## config.mk

```make
export PLATFORM = sky130hd
export DESIGN_NAME = uart_rx_oversample
export DESIGN_NICKNAME = d
export VERILOG_FILES = /design/src/rtl/uart_rx_oversample.sv
export SDC_FILE = /design/constraint.sdc
export NUM_CORES = 1
export LEC_CHECK = 0
export BUFFER_PORTS_ARGS = -buffer_cell sky130_fd_sc_hd__buf_2
export CAP_MARGIN = 10
export CORE_AREA = 2 2 56 97
export CTS_CLUSTER_SIZE = 12
export DETAILED_ROUTE_END_ITERATION = 12
export DIE_AREA = 0 0 58 99
export HOLD_SLACK_MARGIN = 0.15
export PLACE_DENSITY = 0.53
export SYNTH_ARGS = -nofsm -noshare
export SYNTH_HDL_FRONTEND = slang
export SYNTH_SLANG_ARGS = --single-unit
```

## constraint.sdc

```tcl
create_clock -name clock -period 2.1 [get_ports clock]
set_input_delay 0.21 -clock clock [delete_from_list [all_inputs] [get_ports clock]]
set_output_delay 0.21 -clock clock [all_outputs]
set_load 0.05 [all_outputs]
```

## src/rtl/uart_rx_oversample.sv

```systemverilog
// Oversampling UART receiver (8 data bits, 1 stop, optional even parity via UART_RX_PARITY_EN).
// Latency: byte presented 1 clock after the stop-bit midpoint sample.
// Backpressure: single-entry output; a byte completing while the previous one is unaccepted is dropped (overrun pulse).
//
// Ports:
//   clock, reset      - system clock (rising edge), synchronous active-low reset
//   rx_in             - asynchronous serial line, idle high
//   data_out/_valid   - received byte and its valid flag, consumed when data_ready is high
//   data_ready        - downstream accepts data_out this cycle
//   frame_err         - one-clock pulse when the stop bit is sampled low
//   overrun           - one-clock pulse when a completed byte is dropped
//   parity_err        - one-clock pulse on parity mismatch (tied 0 unless UART_RX_PARITY_EN is defined)
module uart_rx_oversample #(
  parameter int CLKS_PER_BIT = 1252,
  parameter int SYNC_STAGES  = 2
) (
  input  logic       clock,
  input  logic       reset,
  input  logic       rx_in,
  output logic [7:0] data_out,
  output logic       data_valid,
  input  logic       data_ready,
  output logic       frame_err,
  output logic       overrun,
  output logic       parity_err
);

  localparam int TW = $clog2(CLKS_PER_BIT);
  localparam logic [TW-1:0] TICK_HALF = TW'(CLKS_PER_BIT / 2);
  localparam logic [TW-1:0] TICK_LAST = TW'(CLKS_PER_BIT - 1);

  typedef enum logic [2:0] {
    S_IDLE, S_START, S_DATA, S_PARITY, S_STOP, S_WAIT_HIGH
  } state_t;

  state_t                 state_q, state_d;
  logic [TW-1:0]          tick_q, tick_d;
  logic [2:0]             idx_q, idx_d;
  logic [7:0]             shift_q, shift_d;
  logic [SYNC_STAGES-1:0] sync_q;
  // fill_q tracks how many synchronizer stages hold real line samples since reset,
  // so the reset value of the sync flops is never mistaken for a high line.
  logic [SYNC_STAGES-1:0] fill_q;
  logic                   armed_q;
  logic                   rxs;
  logic                   done;
  logic                   stop_bad;
  logic [7:0]             data_out_q;
  logic                   data_valid_q;
  logic                   frame_err_q;
  logic                   overrun_q;

  assign rxs = sync_q[SYNC_STAGES-1];

  always_ff @(posedge clock) begin
    if (!reset) begin
      sync_q <= '1;
      fill_q <= '0;
    end else begin
      sync_q <= {sync_q[SYNC_STAGES-2:0], rx_in};
      fill_q <= {fill_q[SYNC_STAGES-2:0], 1'b1};
    end
  end

  // After reset, start detection stays disabled until the real line is seen high
  // in IDLE, so the tail of an interrupted frame cannot look like a start bit.
  always_ff @(posedge clock) begin
    if (!reset) begin
      armed_q <= 1'b0;
    end else if (state_q == S_IDLE && fill_q[SYNC_STAGES-1] && rxs) begin
      armed_q <= 1'b1;
    end
  end

`ifdef UART_RX_PARITY_EN
  logic par_q, par_d;
  logic par_bad;
  logic parity_err_q;
  // Even parity: data bits plus parity bit must XOR to zero.
  assign par_bad = ^{shift_q, par_q};
`endif

  always_comb begin
    state_d  = state_q;
    tick_d   = tick_q;
    idx_d    = idx_q;
    shift_d  = shift_q;
`ifdef UART_RX_PARITY_EN
    par_d    = par_q;
`endif
    done     = 1'b0;
    stop_bad = 1'b0;
    case (state_q)
      S_IDLE: begin
        if (armed_q && !rxs) begin
          state_d = S_START;
          tick_d  = '0;
        end
      end
      S_START: begin
        if (tick_q == TICK_HALF) begin
          tick_d  = '0;
          state_d = rxs ? S_IDLE : S_DATA;
        end else begin
          tick_d = tick_q + 1'b1;
        end
      end
      S_DATA: begin
        if (tick_q == TICK_LAST) begin
          tick_d         = '0;
          shift_d[idx_q] = rxs;
          idx_d          = idx_q + 3'd1;
          if (idx_q == 3'd7) begin
`ifdef UART_RX_PARITY_EN
            state_d = S_PARITY;
`else
            state_d = S_STOP;
`endif
          end
        end else begin
          tick_d = tick_q + 1'b1;
        end
      end
      S_PARITY: begin
`ifdef UART_RX_PARITY_EN
        if (tick_q == TICK_LAST) begin
          tick_d  = '0;
          par_d   = rxs;
          state_d = S_STOP;
        end else begin
          tick_d = tick_q + 1'b1;
        end
`else
        state_d = S_IDLE;
`endif
      end
      S_STOP: begin
        if (tick_q == TICK_LAST) begin
          tick_d = '0;
          if (rxs) begin
            done    = 1'b1;
            state_d = S_IDLE;
          end else begin
            stop_bad = 1'b1;
            state_d  = S_WAIT_HIGH;
          end
        end else begin
          tick_d = tick_q + 1'b1;
        end
      end
      S_WAIT_HIGH: begin
        if (rxs) state_d = S_IDLE;
      end
      default: state_d = S_IDLE;
    endcase
  end

  always_ff @(posedge clock) begin
    if (!reset) begin
      state_q <= S_IDLE;
      tick_q  <= '0;
      idx_q   <= '0;
      shift_q <= '0;
`ifdef UART_RX_PARITY_EN
      par_q   <= 1'b0;
`endif
    end else begin
      state_q <= state_d;
      tick_q  <= tick_d;
      idx_q   <= idx_d;
      shift_q <= shift_d;
`ifdef UART_RX_PARITY_EN
      par_q   <= par_d;
`endif
    end
  end

  always_ff @(posedge clock) begin
    if (!reset) begin
      data_out_q   <= 8'h00;
      data_valid_q <= 1'b0;
      frame_err_q  <= 1'b0;
      overrun_q    <= 1'b0;
`ifdef UART_RX_PARITY_EN
      parity_err_q <= 1'b0;
`endif
    end else begin
      frame_err_q <= stop_bad;
      overrun_q   <= done && data_valid_q && !data_ready;
`ifdef UART_RX_PARITY_EN
      parity_err_q <= done && par_bad;
`endif
      // A completing byte may replace one being accepted in the same cycle.
      if (done && (!data_valid_q || data_ready)) begin
        data_out_q   <= shift_q;
        data_valid_q <= 1'b1;
      end else if (data_valid_q && data_ready) begin
        data_valid_q <= 1'b0;
      end
    end
  end

  assign data_out   = data_out_q;
  assign data_valid = data_valid_q;
  assign frame_err  = frame_err_q;
  assign overrun    = overrun_q;
`ifdef UART_RX_PARITY_EN
  assign parity_err = parity_err_q;
`else
  assign parity_err = 1'b0;
`endif

endmodule

```

==> flow_metrics.py <==
metrics = {
    "synthesis": {
        "synth-seq-area-share_pct": 42.19,
        "synth_cells": 208,
        "mappedNetlistArea_um2": 1946,
        "ys_ff_latch": 41,
        "ys.flop_type": "dfxtp_1",
        "yosysTopAreaCell": "dfxtp_1",
        "async_flop_share_pct": 0,
        "synth_top_area_share_pct": 42.19,
        "syn_avg_cell_area_um2": 9.354,
        "syn-num-nets": 216,
        "synth_cell_types": 53,
        "synth_warnings": 0,
        "synth_area_leaders": "dfxtp_1 42%, mux2i_1 8.7%, nor2b_1 4.2%, nor2_1 4.1%, nand2_1 3.7%",
        "synth-edff-count": 0,
    },
    "route": {
        "viasPerCell": 5.290,
        "drt-total-wl_um": 3820,
        "via_count": 1476,
        "wire_per_inst_um": 13.69,
        "remaining_drc_errors": 0,
        "antenna_left": 0,
        "firstDrtPassIters": 4,
        "drtIter0Drc": 28,
    },
    "global_route": {
        "antenna_found_initial": 0,
        "grt_max_degree": 23,
        "grt_pass1_wl_um": 6665,
        "track_usage_pct": 15.17,
        "grt-ovfl-total": 0,
        "grt_pass1_vias": 1465,
    },
    "clocking": {
        "clockBufferDepth": 2,
        "cts-htree-levels": 2,
        "cts_made_buffers": 5,
        "clkLatencyLatePin_ps": 290,
        "cts.sinks": 41,
        "cts.clk_slew.worst_paths_ps": 80,
        "root_buffer": "clkbuf_8",
        "cts_tree": "yes",
    },
    "power": {
        "power.density_nw_per_um2": 756.3,
        "leakage_nw": 0.8502,
        "max-vdd-ir-drop_v": 0.0003956,
    },
    "layout": {
        "fin_nets": 232,
        "synthToLayoutAreaGrowth_pct": 12.41,
        "fillerInstances": 500,
        "seqCellArea_um2": 820.8,
        "multi_input_area_um2": 1045,
        "num_antenna_cells": 0,
        "final_cell_count_no_fill": 279,
        "layout-drive-gt1-share_pct": 16.89,
    },
    "job": {
        "cap_violations": 0,
    },
    "placement": {
        "dp_hpwl_um": 2921,
        "gp_congestion": 0.8179,
        "dpl_worst_slack_ps": 228.5,
        "io_buffers": 14,
        "dp_cells": 269,
    },
    "timing": {
        "fmax_mhz": 529.6,
        "finalMaxSlewViolations": 0,
        "finalWorstSetupSlack_ps": 211.7,
        "fin_crit_sh_pct": 89.92,
        "finalCriticalPeriod_ps": 1888,
        "finClkSkew_ps": 4.425,
        "setup_viol": 0,
        "rsz0062_at_grt": "false",
        "hold_viol": 0,
        "setup_tns_ps": 0,
    },
    "setup_path": {
        "arrival_ps": 2070,
        "crit_fanout": 8,
        "r2r_slack_ps": 210,
        "endpoint_kind": "flip-flop",
        "crit_required_ps": 2280,
        "worstSetupPathType": "reg2reg",
        "startpoint_type": "flip-flop",
    },
    "floorplan": {
        "die_h_um": 99,
        "num_rows": 34,
        "die_w_um": 58,
        "floorplan.die_area_um2": 5742,
        "pin_count": 16,
        "initial_core_util_pct": 39.43,
        "core_area_um2": 4935,
    },
    "status": {
        "status": "finished clean",
    },
    "worst_hold_path": {
        "min_path_type": "in2reg",
    },
}
-- report_power, final --
part	switching (mW)	leakage, nW	internal, mW	total, mW
Sequential	0.0281	0.332	0.796	0.824
Clock	0.272	0.0554	0.357	0.628
Combinational	0.120	0.463	0.0822	0.202
-- per-stage QoR --
step	total power, mW	hold slack (ps)	utilization, %	instance area, um^2
2_1_floorplan	0.9954	237.7	-	1946
3_3_place_gp	1.048	393.6	41.66	2056
3_5_place_dp	1.048	393.6	41.66	2056
4_1_cts	1.688	255.3	44.32	2187
5_1_grt	1.744	279.4	44.32	2187
6_report	1.654	262.3	44.32	2187
-- routing by layer --
layer	track usage, %	up-vias	share of wire (%)
li1	-	752	-
met2	27.01	22	56
met1	15.16	690	38
met5	0	-	0
met3	3.150	12	2.2
met4	10.20	0	4.0
-- kinds of logic after synthesis --
group	synth area share, %
AO/OA/AOI/OAI	8.875
XOR/XNOR	4.052
adder cells (fa/ha/maj)	3.087
buffers and inverters	4.115
flip-flops	42.19
multiplexers	8.746
other	0.1927
AND/OR/NAND/NOR	28.75
-- path summary, 6_finish.rpt --
| path | startpoint | to | cells past startpoint |
|---|---|---|---|
| hold / removal | data_ready | data_valid | 4 |
| setup / recovery | tick_q[1] | state_q[1] | 6 |
| hold reg to reg | sync_q[0] | sync_q[1] | 1 |
| setup reg to reg | tick_q[1] | state_q[1] | 6 |
-- what timing repair did --
action / CTS / global route
buffers inserted: 0 / 0
endpoints found under the hold margin: 2 / 0
hold buffers: 2 / 0
gates resized for setup: 0 / 0
-- cell usage after synthesis (all sizes together), types with 5 or more instances --
cell	n
dfxtp	41
nor2b	13
mux2i	17
nor2	22
nand3	11
buf	6
xor2	7
nor3b	5
nand2	19
clkbuf	6
nand4	7
-- final cells by class --
type	count	share of cell area [%]
Clock buffer	6	3.318
Inverter	4	0.6865
Clock inverter	2	1.773
Tap cell	54	3.089
Timing Repair Buffer	21	5.835
Multi-Input combinational cell	151	47.77
Sequential cell	41	37.53
-- registers in the layout, indices dropped and copies added (netlist names) --
signal      count
armed_q         1
data_out        8
frame_err       1
idx_q           3
fill_q          2
sync_q          2
tick_q         11
shift_q         8
state_q         3
data_valid      1
overrun         1
-- cells in the final DEF (no fill, tap or decap), types with 2 or more instances in the layout --
| cell type | instances |
|---|---|
| clkbuf_8 | 5 |
| o211ai_1 | 2 |
| xor2_1 | 7 |
| inv_1 | 4 |
| buf_2 | 14 |
| o21ai_1 | 2 |
| ha_1 | 4 |
| nand2b_1 | 3 |
| o21ai_0 | 2 |
| nor2b_1 | 13 |
| a211oi_1 | 2 |
| mux2i_1 | 17 |
| buf_4 | 5 |
| nor3_4 | 2 |
| nor3b_1 | 4 |
| nor2_1 | 21 |
| dlygate4sd3_1 | 2 |
| dfxtp_1 | 41 |
| xnor2_1 | 2 |
| a21oi_1 | 2 |
| nand2_1 | 19 |
| and2_1 | 2 |
| nand4_1 | 6 |
| nand3b_1 | 2 |
| nand3_1 | 10 |
| and3_1 | 3 |
-- critical path, stage by stage, from the launching register on --
cell,delay [ps]
dfxtp_1,380
ha_1,270
and4bb_1,290
nand3_2,100
a22o_2,320
a211o_1,290
mux2i_1,130
(Power assumes the default switching activity.)
